$ cat src/rtl/indicator_pkg.sv
// rtl/indicator_pkg.sv - shared state encoding and cycle-count helpers for indicator blocks
package indicator_pkg;

  typedef enum logic [1:0] {
    IDLE = 2'd0,
    ON   = 2'd1,
    OFF  = 2'd2
  } state_t;

  // Returns 0 when the rate is zero or faster than the clock, so callers can reject it.
  function automatic int unsigned cycles_from_hz(input int unsigned freq_hz,
                                                 input int unsigned rate_hz);
    if (rate_hz == 0) return 0;
    return freq_hz / rate_hz;
  endfunction

  function automatic int unsigned timer_width(input int unsigned a, input int unsigned b);
    int unsigned m;
    m = (a > b) ? a : b;
    return (m > 1) ? $clog2(m) : 1;
  endfunction

endpackage

$ cat src/rtl/interval_timer.sv
// rtl/interval_timer.sv - loadable down-counter raising a 1-cycle expire flag at zero
module interval_timer #(
  parameter int unsigned WIDTH = 8
) (
  input  logic             clk,
  input  logic             reset_n,
  input  logic             i_abort,
  input  logic             i_load,
  input  logic [WIDTH-1:0] i_value,
  output logic             o_expire
);

  logic [WIDTH-1:0] r_count;
  logic             r_active;

  always_ff @(posedge clk) begin
    if (!reset_n) begin
      r_count  <= '0;
      r_active <= 1'b0;
    end else if (i_abort) begin
      r_count  <= '0;
      r_active <= 1'b0;
    end else if (i_load) begin
      r_count  <= i_value;
      r_active <= 1'b1;
    end else if (r_active) begin
      if (r_count == '0) begin
        r_active <= 1'b0;
      end else begin
        r_count <= r_count - WIDTH'(1);
      end
    end
  end

  // A load of N expires on the (N+1)-th cycle after the load edge.
  assign o_expire = r_active && (r_count == '0);

endmodule

$ cat src/rtl/event_blink_indicator.sv
// rtl/event_blink_indicator.sv - turns event pulses into queued, human-visible blinks
// Optional blink_count output enabled by INDICATOR_BLINK_COUNT_EN.
module event_blink_indicator
  import indicator_pkg::*;
#(
  parameter  int unsigned CLK_FREQUENCY = 40_000_000,
  parameter  int unsigned ON_HZ         = 4,
  parameter  int unsigned OFF_HZ        = 4,
  parameter  int unsigned MAX_PENDING   = 7,
  localparam int unsigned PEND_W        = $clog2(MAX_PENDING + 1)
) (
  input  logic              clk,
  input  logic              reset_n,
  input  logic              event_pulse,
  input  logic              clear,
  output logic              indicator,
  output logic              busy,
  output logic [PEND_W-1:0] pending,
  output logic              overflow
`ifdef INDICATOR_BLINK_COUNT_EN
  ,output logic [15:0]      blink_count
`endif
);

  localparam int unsigned ON_CYCLES  = cycles_from_hz(CLK_FREQUENCY, ON_HZ);
  localparam int unsigned OFF_CYCLES = cycles_from_hz(CLK_FREQUENCY, OFF_HZ);
  localparam int unsigned TMR_W      = timer_width(ON_CYCLES, OFF_CYCLES);
  localparam logic [TMR_W-1:0]  ON_LOAD  = TMR_W'(ON_CYCLES - 1);
  localparam logic [TMR_W-1:0]  OFF_LOAD = TMR_W'(OFF_CYCLES - 1);
  localparam logic [PEND_W-1:0] PEND_MAX = PEND_W'(MAX_PENDING);

  if (ON_CYCLES < 1 || OFF_CYCLES < 1) begin : g_bad_cycles
    $error("event_blink_indicator: ON_CYCLES and OFF_CYCLES must both be >= 1");
  end

  state_t            r_state;
  logic              r_indicator;
  logic              r_busy;
  logic              r_overflow;
  logic [PEND_W-1:0] r_pending;

  logic              w_work;
  logic              w_start;
  logic              w_expire;
  logic              w_tmr_load;
  logic [TMR_W-1:0]  w_tmr_value;
  logic [PEND_W-1:0] w_pending_nxt;
  logic              w_overflow_set;

  always_comb begin
    w_work         = (r_pending != '0) || event_pulse;
    w_start        = w_work && ((r_state == IDLE) || (r_state == OFF && w_expire));
    w_tmr_load     = !clear && (w_start || (r_state == ON && w_expire));
    w_tmr_value    = w_start ? ON_LOAD : OFF_LOAD;
    w_pending_nxt  = r_pending;
    w_overflow_set = 1'b0;
    // A start consumes one queued unit; an event arriving with it replaces that unit.
    if (w_start) begin
      if (r_pending != '0 && !event_pulse) begin
        w_pending_nxt = r_pending - PEND_W'(1);
      end
    end else if (event_pulse && r_state != IDLE) begin
      if (r_pending >= PEND_MAX) begin
        w_overflow_set = 1'b1;
      end else begin
        w_pending_nxt = r_pending + PEND_W'(1);
      end
    end
  end

  interval_timer #(
    .WIDTH (TMR_W)
  ) u_timer (
    .clk      (clk),
    .reset_n  (reset_n),
    .i_abort  (clear),
    .i_load   (w_tmr_load),
    .i_value  (w_tmr_value),
    .o_expire (w_expire)
  );

  always_ff @(posedge clk) begin
    if (!reset_n) begin
      r_state     <= IDLE;
      r_indicator <= 1'b0;
      r_busy      <= 1'b0;
      r_pending   <= '0;
      r_overflow  <= 1'b0;
    end else if (clear) begin
      r_state     <= IDLE;
      r_indicator <= 1'b0;
      r_busy      <= 1'b0;
      r_pending   <= '0;
      r_overflow  <= 1'b0;
    end else begin
      r_pending <= w_pending_nxt;
      if (w_overflow_set) r_overflow <= 1'b1;
      case (r_state)
        IDLE: begin
          if (w_start) begin
            r_state     <= ON;
            r_indicator <= 1'b1;
            r_busy      <= 1'b1;
          end
        end
        ON: begin
          if (w_expire) begin
            r_state     <= OFF;
            r_indicator <= 1'b0;
          end
        end
        OFF: begin
          if (w_start) begin
            r_state     <= ON;
            r_indicator <= 1'b1;
          end else if (w_expire) begin
            r_state <= IDLE;
            r_busy  <= 1'b0;
          end
        end
        default: begin
          r_state     <= IDLE;
          r_indicator <= 1'b0;
          r_busy      <= 1'b0;
        end
      endcase
    end
  end

`ifdef INDICATOR_BLINK_COUNT_EN
  logic [15:0] r_blink_count;

  // Counted at ON->OFF so a blink cut short by clear never registers.
  always_ff @(posedge clk) begin
    if (!reset_n) begin
      r_blink_count <= 16'd0;
    end else if (!clear && r_state == ON && w_expire) begin
      r_blink_count <= r_blink_count + 16'd1;
    end
  end

  assign blink_count = r_blink_count;
`endif

  assign indicator = r_indicator;
  assign busy      = r_busy;
  assign pending   = r_pending;
  assign overflow  = r_overflow;

endmodule

$ cat config.mk
export PLATFORM = sky130hd
export DESIGN_NAME = event_blink_indicator
export DESIGN_NICKNAME = d
export VERILOG_FILES = /design/src/rtl/indicator_pkg.sv /design/src/rtl/interval_timer.sv /design/src/rtl/event_blink_indicator.sv
export SDC_FILE = /design/constraint.sdc
export NUM_CORES = 1
export LEC_CHECK = 0
export BUFFER_PORTS_ARGS = -buffer_cell sky130_fd_sc_hd__buf_2
export CAP_MARGIN = 20
export CELL_PAD_IN_SITES_DETAIL_PLACEMENT = 0
export CELL_PAD_IN_SITES_GLOBAL_PLACEMENT = 1
export CORE_MARGIN = 2
export CORE_UTILIZATION = 49
export CTS_CLUSTER_DIAMETER = 30
export CTS_CLUSTER_SIZE = 14
export DETAILED_ROUTE_END_ITERATION = 16
export HOLD_SLACK_MARGIN = 0.12
export PLACE_DENSITY = 0.84
export SYNTH_ARGS = -nofsm -noshare
export SYNTH_HDL_FRONTEND = slang
export SYNTH_SLANG_ARGS = --single-unit
$ cat constraint.sdc
create_clock -name clk -period 6.95 [get_ports clk]
set_input_delay 0.695 -clock clk [delete_from_list [all_inputs] [get_ports clk]]
set_output_delay 0.695 -clock clk [all_outputs]
set_load 0.05 [all_outputs]
[After elaboration in Yosys (flattened, before gate mapping)]
Index checks and enable logic that the tools add are counted.
Word-level totals
  flip-flop bits (word level): 33
  output and inout bits: 6
  logic and storage cells: 76
Operators by class
  bitwise gates (word level): 3
  equal/unequal tests: 11
  mux-type cells: 23
  reduce and logical (&&, ||, !) cells: 27
  add/sub/neg operators: 3
  order comparisons: 1
Operators by type and width (count)
  $mux 24: 3
  $logic_not 24->1: 1
  $sub 24x1->24 const B: 1
  $mux 3: 4
  $ne 2x2->1 const B: 5
  $mux 1: 9
  $mux 2: 4
  $logic_and 1x1->1: 7
  $ne 2x1->1 const B: 3
  $pmux 2 s3: 1
  $reduce_and 2->1: 3
  $reduce_and 3->1: 2
  $reduce_bool 2->1: 3
  $reduce_and 4->1: 1
  $reduce_or 2->1: 2
  $add 3x1->3 const B: 1
  $ge 3x3->1 const B: 1
  $logic_or 1x1->1: 3
  $ne 3x3->1 const B: 1
  $not 1->1: 3
  $pmux 1 s3: 1
  $reduce_bool 3->1: 1
  $reduce_or 3->1: 1
  $sub 3x1->3 const B: 1
  other kinds (5): 6

[Depth between registers and ports, before layout]
  word-level depth: 9
  gate-level depth with buffers: 11
  gate-level depth less buffers: 11

[Hierarchy]
A second synthesis with hierarchy kept.
Second synthesis, totals
  cell total of the unflattened synthesis: 250
  area total of the unflattened synthesis: 2026.9 µm²
By module, submodules not included
  interval_timer: sequential area each 500.5 µm², instances 1, cells an instance 188, area an instance 1501.4 µm²
  event_blink_indicator: sequential area each 160.2 µm², instances 1, cells an instance 62, area an instance 525.5 µm²

[Worst setup path after synthesis]
No wires, ideal clock.
  kind: input port to flip-flop
  from: input event_pulse
  to: register r_pending[2], in the netlist pending[2]
  data required time: 6.878 ns
  setup time: 0.072 ns
  arrival time: 2.299 ns
  setup slack: 4.579 ns
  buffers on the path: 0
  stages on the path: 9
  path through: nor4_1 -> nor3_1 -> a31oi_2 -> inv_1 -> fa_1 -> inv_1 -> nor3b_1 -> mux2i_1 -> mux2i_1
On the way
  word-level cells in the longest chain between the ends: 4
  elaborated cells between the ends (all ways): 10
  classes of those cells: eq/ne: 2; mux: 1; reduce/logical: 7
RTL lines
  start, declared: line event_blink_indicator.sv:14  | input logic event_pulse,
  $logic_or 1x1->1 or $logic_not 1->1 (tied branches): line event_blink_indicator.sv:51, event_blink_indicator.sv:59
  $logic_and 1x1->1 (on tied branches): line event_blink_indicator.sv:52, event_blink_indicator.sv:59
  $ne 2x1->1 (no line), or another cell as far along
  $reduce_and 3->1 (no line)
  end signal, assigned: line event_blink_indicator.sv:96  | r_pending <= w_pending_nxt;
  end, declared: line event_blink_indicator.sv:40  | logic [PEND_W-1:0] r_pending;
Parallel ways exist; a longest one is shown, timed or not.
A chain may end at the register's enable or synchronous reset.

[Final worst setup path]
  from: register u_timer.r_count[13]
  to: register u_timer.r_count[23]
On the way
  word-level cells in the longest chain between the ends: 9
  elaborated cells between the ends (all ways): 15
  classes of those cells: add/sub: 1; eq/ne: 1; mux: 3; reduce/logical: 10
RTL lines
  start, declared: line interval_timer.sv:13  | logic [WIDTH-1:0] r_count;
  start signal, assigned: line interval_timer.sv:24  | r_count <= i_value;
  start signal, assigned: line interval_timer.sv:30  | r_count <= r_count - WIDTH'(1);
  branches (longest 9 deep; another with $sub 24x1->24)
Parallel ways; which one is timed is not known. The select of a mux whose other input is x is not followed.

==> summary.md <==
| Metric | Value |
|---|---|
| Worst path slowest cell | o211ai_1 |
| Area Overhead vs Synth | 8.06% |
| I/O Pins | 10 |
| WL final | 3590 um |
| Die Y | around 63 um |
| CTS sink count | 33 |
| Drt first pass iters | 4 |
| Global-route usage over all layers | 19.2% |
| CP required | 7.22 ns |
| First-pass GRT wire length | 6080 um |
| IO Port Bufs | 9 |
| RSZ-0062 raised after global routing | false |
| Largest net degree at the start of global routing | 19 |
| Pins Over Slew Limit | 0 |
| Hold WC Path Type | register to register |
| Startpoint types | register |
| Gpl congestion | ~0.80 |
| Cell-by-cell trace of the critical path | nor4_2, nand4_1, o211ai_1, o21ai_0, a31oi_1 |
| Worst VDD drop | 0.000101 V |
| Final hold vios | 0 |
| Post-CTS setup buffers | 0 |
| Cell Area, Synth | 1720 um^2 |
| Crit-path max cell delay | 0.98 ns |
| Row count | 21 |
| Vias in the first global route | 1395 |
| Vias | 1535 |
| Sequential fraction of the synthesis area | 38.3% |
| Post-DRT Antenna Nets | 0 |
| Leakage | between 0.0006 and 0.0007 uW |
| # hold bufs at CTS | 0 |
| Fin crit share | 38.4% |
| Hpwl dp | 2540 um |
| Most common cell after layout, fill and taps aside | dfxtp_1 |
| CP max FO | 15 |
| Max_cap viols | 0 |
| Cell variety after synth | between 40 and 50 |
| Initial antenna violation count | 0 |
| Number of synthesized flops with an enable pin | 0 |
| Hold Slack | 0.479 ns |
| Fmax | about 0.37 GHz |
| Placed Area | 1790 um^2 |
| Worst Tran Pin Value | around 1.1 ns |
| Most frequent cells in the layout | dfxtp_1 (33), a21oi_1 (20), nor2_1 (12) |
| Final setup TNS | 0 ns |
| Share of cells above drive strength 1 | 14.9% |
| CTS tree | built |
| Mapped Cells | 199 |
| Residual DRC | 0 |
| Die Width | 63.3 um |
| FFs w/ async S/R, synth | 0% |
| Avg WL per Cell | 14.1 um |
| Via density | 6.04 |
| CTS Buf Count | 5 |
| Setup CP Type | register to register |
| Crit path arrival time | 2.94 ns |
| Yosys warning total | 0 |
| Post-synthesis area per instance | 8.66 um^2 |
| Total gr overflow | 0 |
| Initial DRC count | 109 |
| PD cells | 234 nW/um^2 |
| Final Critical Period | between 2 and 3 ns |
| CORE AREA | 3360 um^2 |
| Slew margin rel. | 28.6% |
| Starting Density | 51.3% |
| H-tree Lvls | 2 |
| Buffers plus inverters on the worst setup path | 0 |
| Post-route cell area | about 1900 um^2 |
| CTS Buffer Depth | 2 |
| Root buffer cell | clkbuf_4 |
| Synth Flop Type | dfxtp_1 |
| Layout fillers | 341 |
| Clock-pin transition on the worst setup and hold timing paths | 0.11 ns |
| Clk_skew | 0.0165 ns |
| CP top delay family | compound AO/OA/AOI/OAI gates |
| Status | completed |
| # setup viols final | 0 |
| Post-synthesis register bit count | 33 |
| Die area | 4010 um^2 |
| Post-CTS Resized | 0 |
| Post-layout nets | 214 |
| Clock Latency Late Sink | 0.34 ns |
| Element type at the critical path end | register |
| Antenna cells | 0 |
| Mapped Nets | 206 |
kinds of logic (layout without fill, tap and decap cells):
logic type | after synthesis | count (layout) | synth area share, %
AND/OR/NAND/NOR | 74 | 74 | 26.3
AO/OA/AOI/OAI | 63 | 63 | 23.7
flip-flops | 33 | 33 | 38.3
buffers and inverters | 16 | 25 | 3.70
XOR/XNOR | 6 | 6 | 3.05
multiplexers | 4 | 4 | 2.32
adder cells (fa/ha/maj) | 3 | 3 | 2.61
worst paths after layout:
path,start,slack [ns],cells after the start,end
setup / recovery,u_timer.r_count[13],4.28,5,u_timer.r_count[23]
hold / removal,indicator,0.48,2,indicator
setup reg to reg,u_timer.r_count[13],4.28,5,u_timer.r_count[23]
hold reg to reg,indicator,0.48,2,indicator
synth_stat cells, types with 5 or more instances:
cell,count,area (um^2)
dfxtp_1,33,661
a21oi_1,20,100
nor2_1,12,45.0
nand2_1,11,41.3
or3_1,11,68.8
a31oi_1,10,62.6
o21ai_0,10,50.1
o31ai_1,9,67.6
inv_1,8,30.0
or4_1,8,60.1
or2_2,5,31.3
tightest hold or removal path, stage by stage, from the launching register on:
cell,delay [ns]
dfxtp_1,0.32
o21ai_0,0.06
a21oi_1,0.06
power by group:
| group | total (uW) | leakage (uW) | switching, uW | internal (uW) |
|---|---|---|---|---|
| Sequential | 210 | 0.000269 | 11.0 | 199 |
| Combinational | 102 | 0.000373 | 65.4 | 36.4 |
| Clock | 125 | 0.0000413 | 65.9 | 58.6 |
state kept, by name, indices dropped and copies added (netlist names):
register / cells
u_timer.r_count: 24
pending: 3
r_state: 2
busy: 1
indicator: 1
overflow: 1
u_timer.r_active: 1
metal layers:
metal  part of all wire [%]  GRT usage [%]  routed length, um
met1                     46           24.0               1670
met2                     46           29.9               1660
met3                    5.2           6.25                185
met4                    2.0           8.70                 72
met5                      0              0                  0
layout make-up:
| type | instances | area [um^2] | share of cell area [%] |
|---|---|---|---|
| multi-input cells | 150 | 1000 | 53.7 |
| flip-flops and latches | 33 | 661 | 35.5 |
| clock buffers | 7 | 65.1 | 3.49 |
| well taps | 46 | 57.6 | 3.09 |
| repair buffers | 9 | 45.0 | 2.42 |
| inverters | 8 | 30.0 | 1.61 |
| clock inverters | 1 | 5.00 | 0.269 |
per-stage QoR:
stage	total power [uW]	setup WS, ns	util (%)	instances
2_1_floorplan	295	4.58	-	199
3_3_place_gp	313	4.32	53.3	246
3_5_place_dp	315	4.23	53.3	246
4_1_cts	440	4.32	55.4	254
5_1_grt	461	4.02	55.4	254
6_report	436	4.28	55.4	254
(Power assumes the default switching activity.)
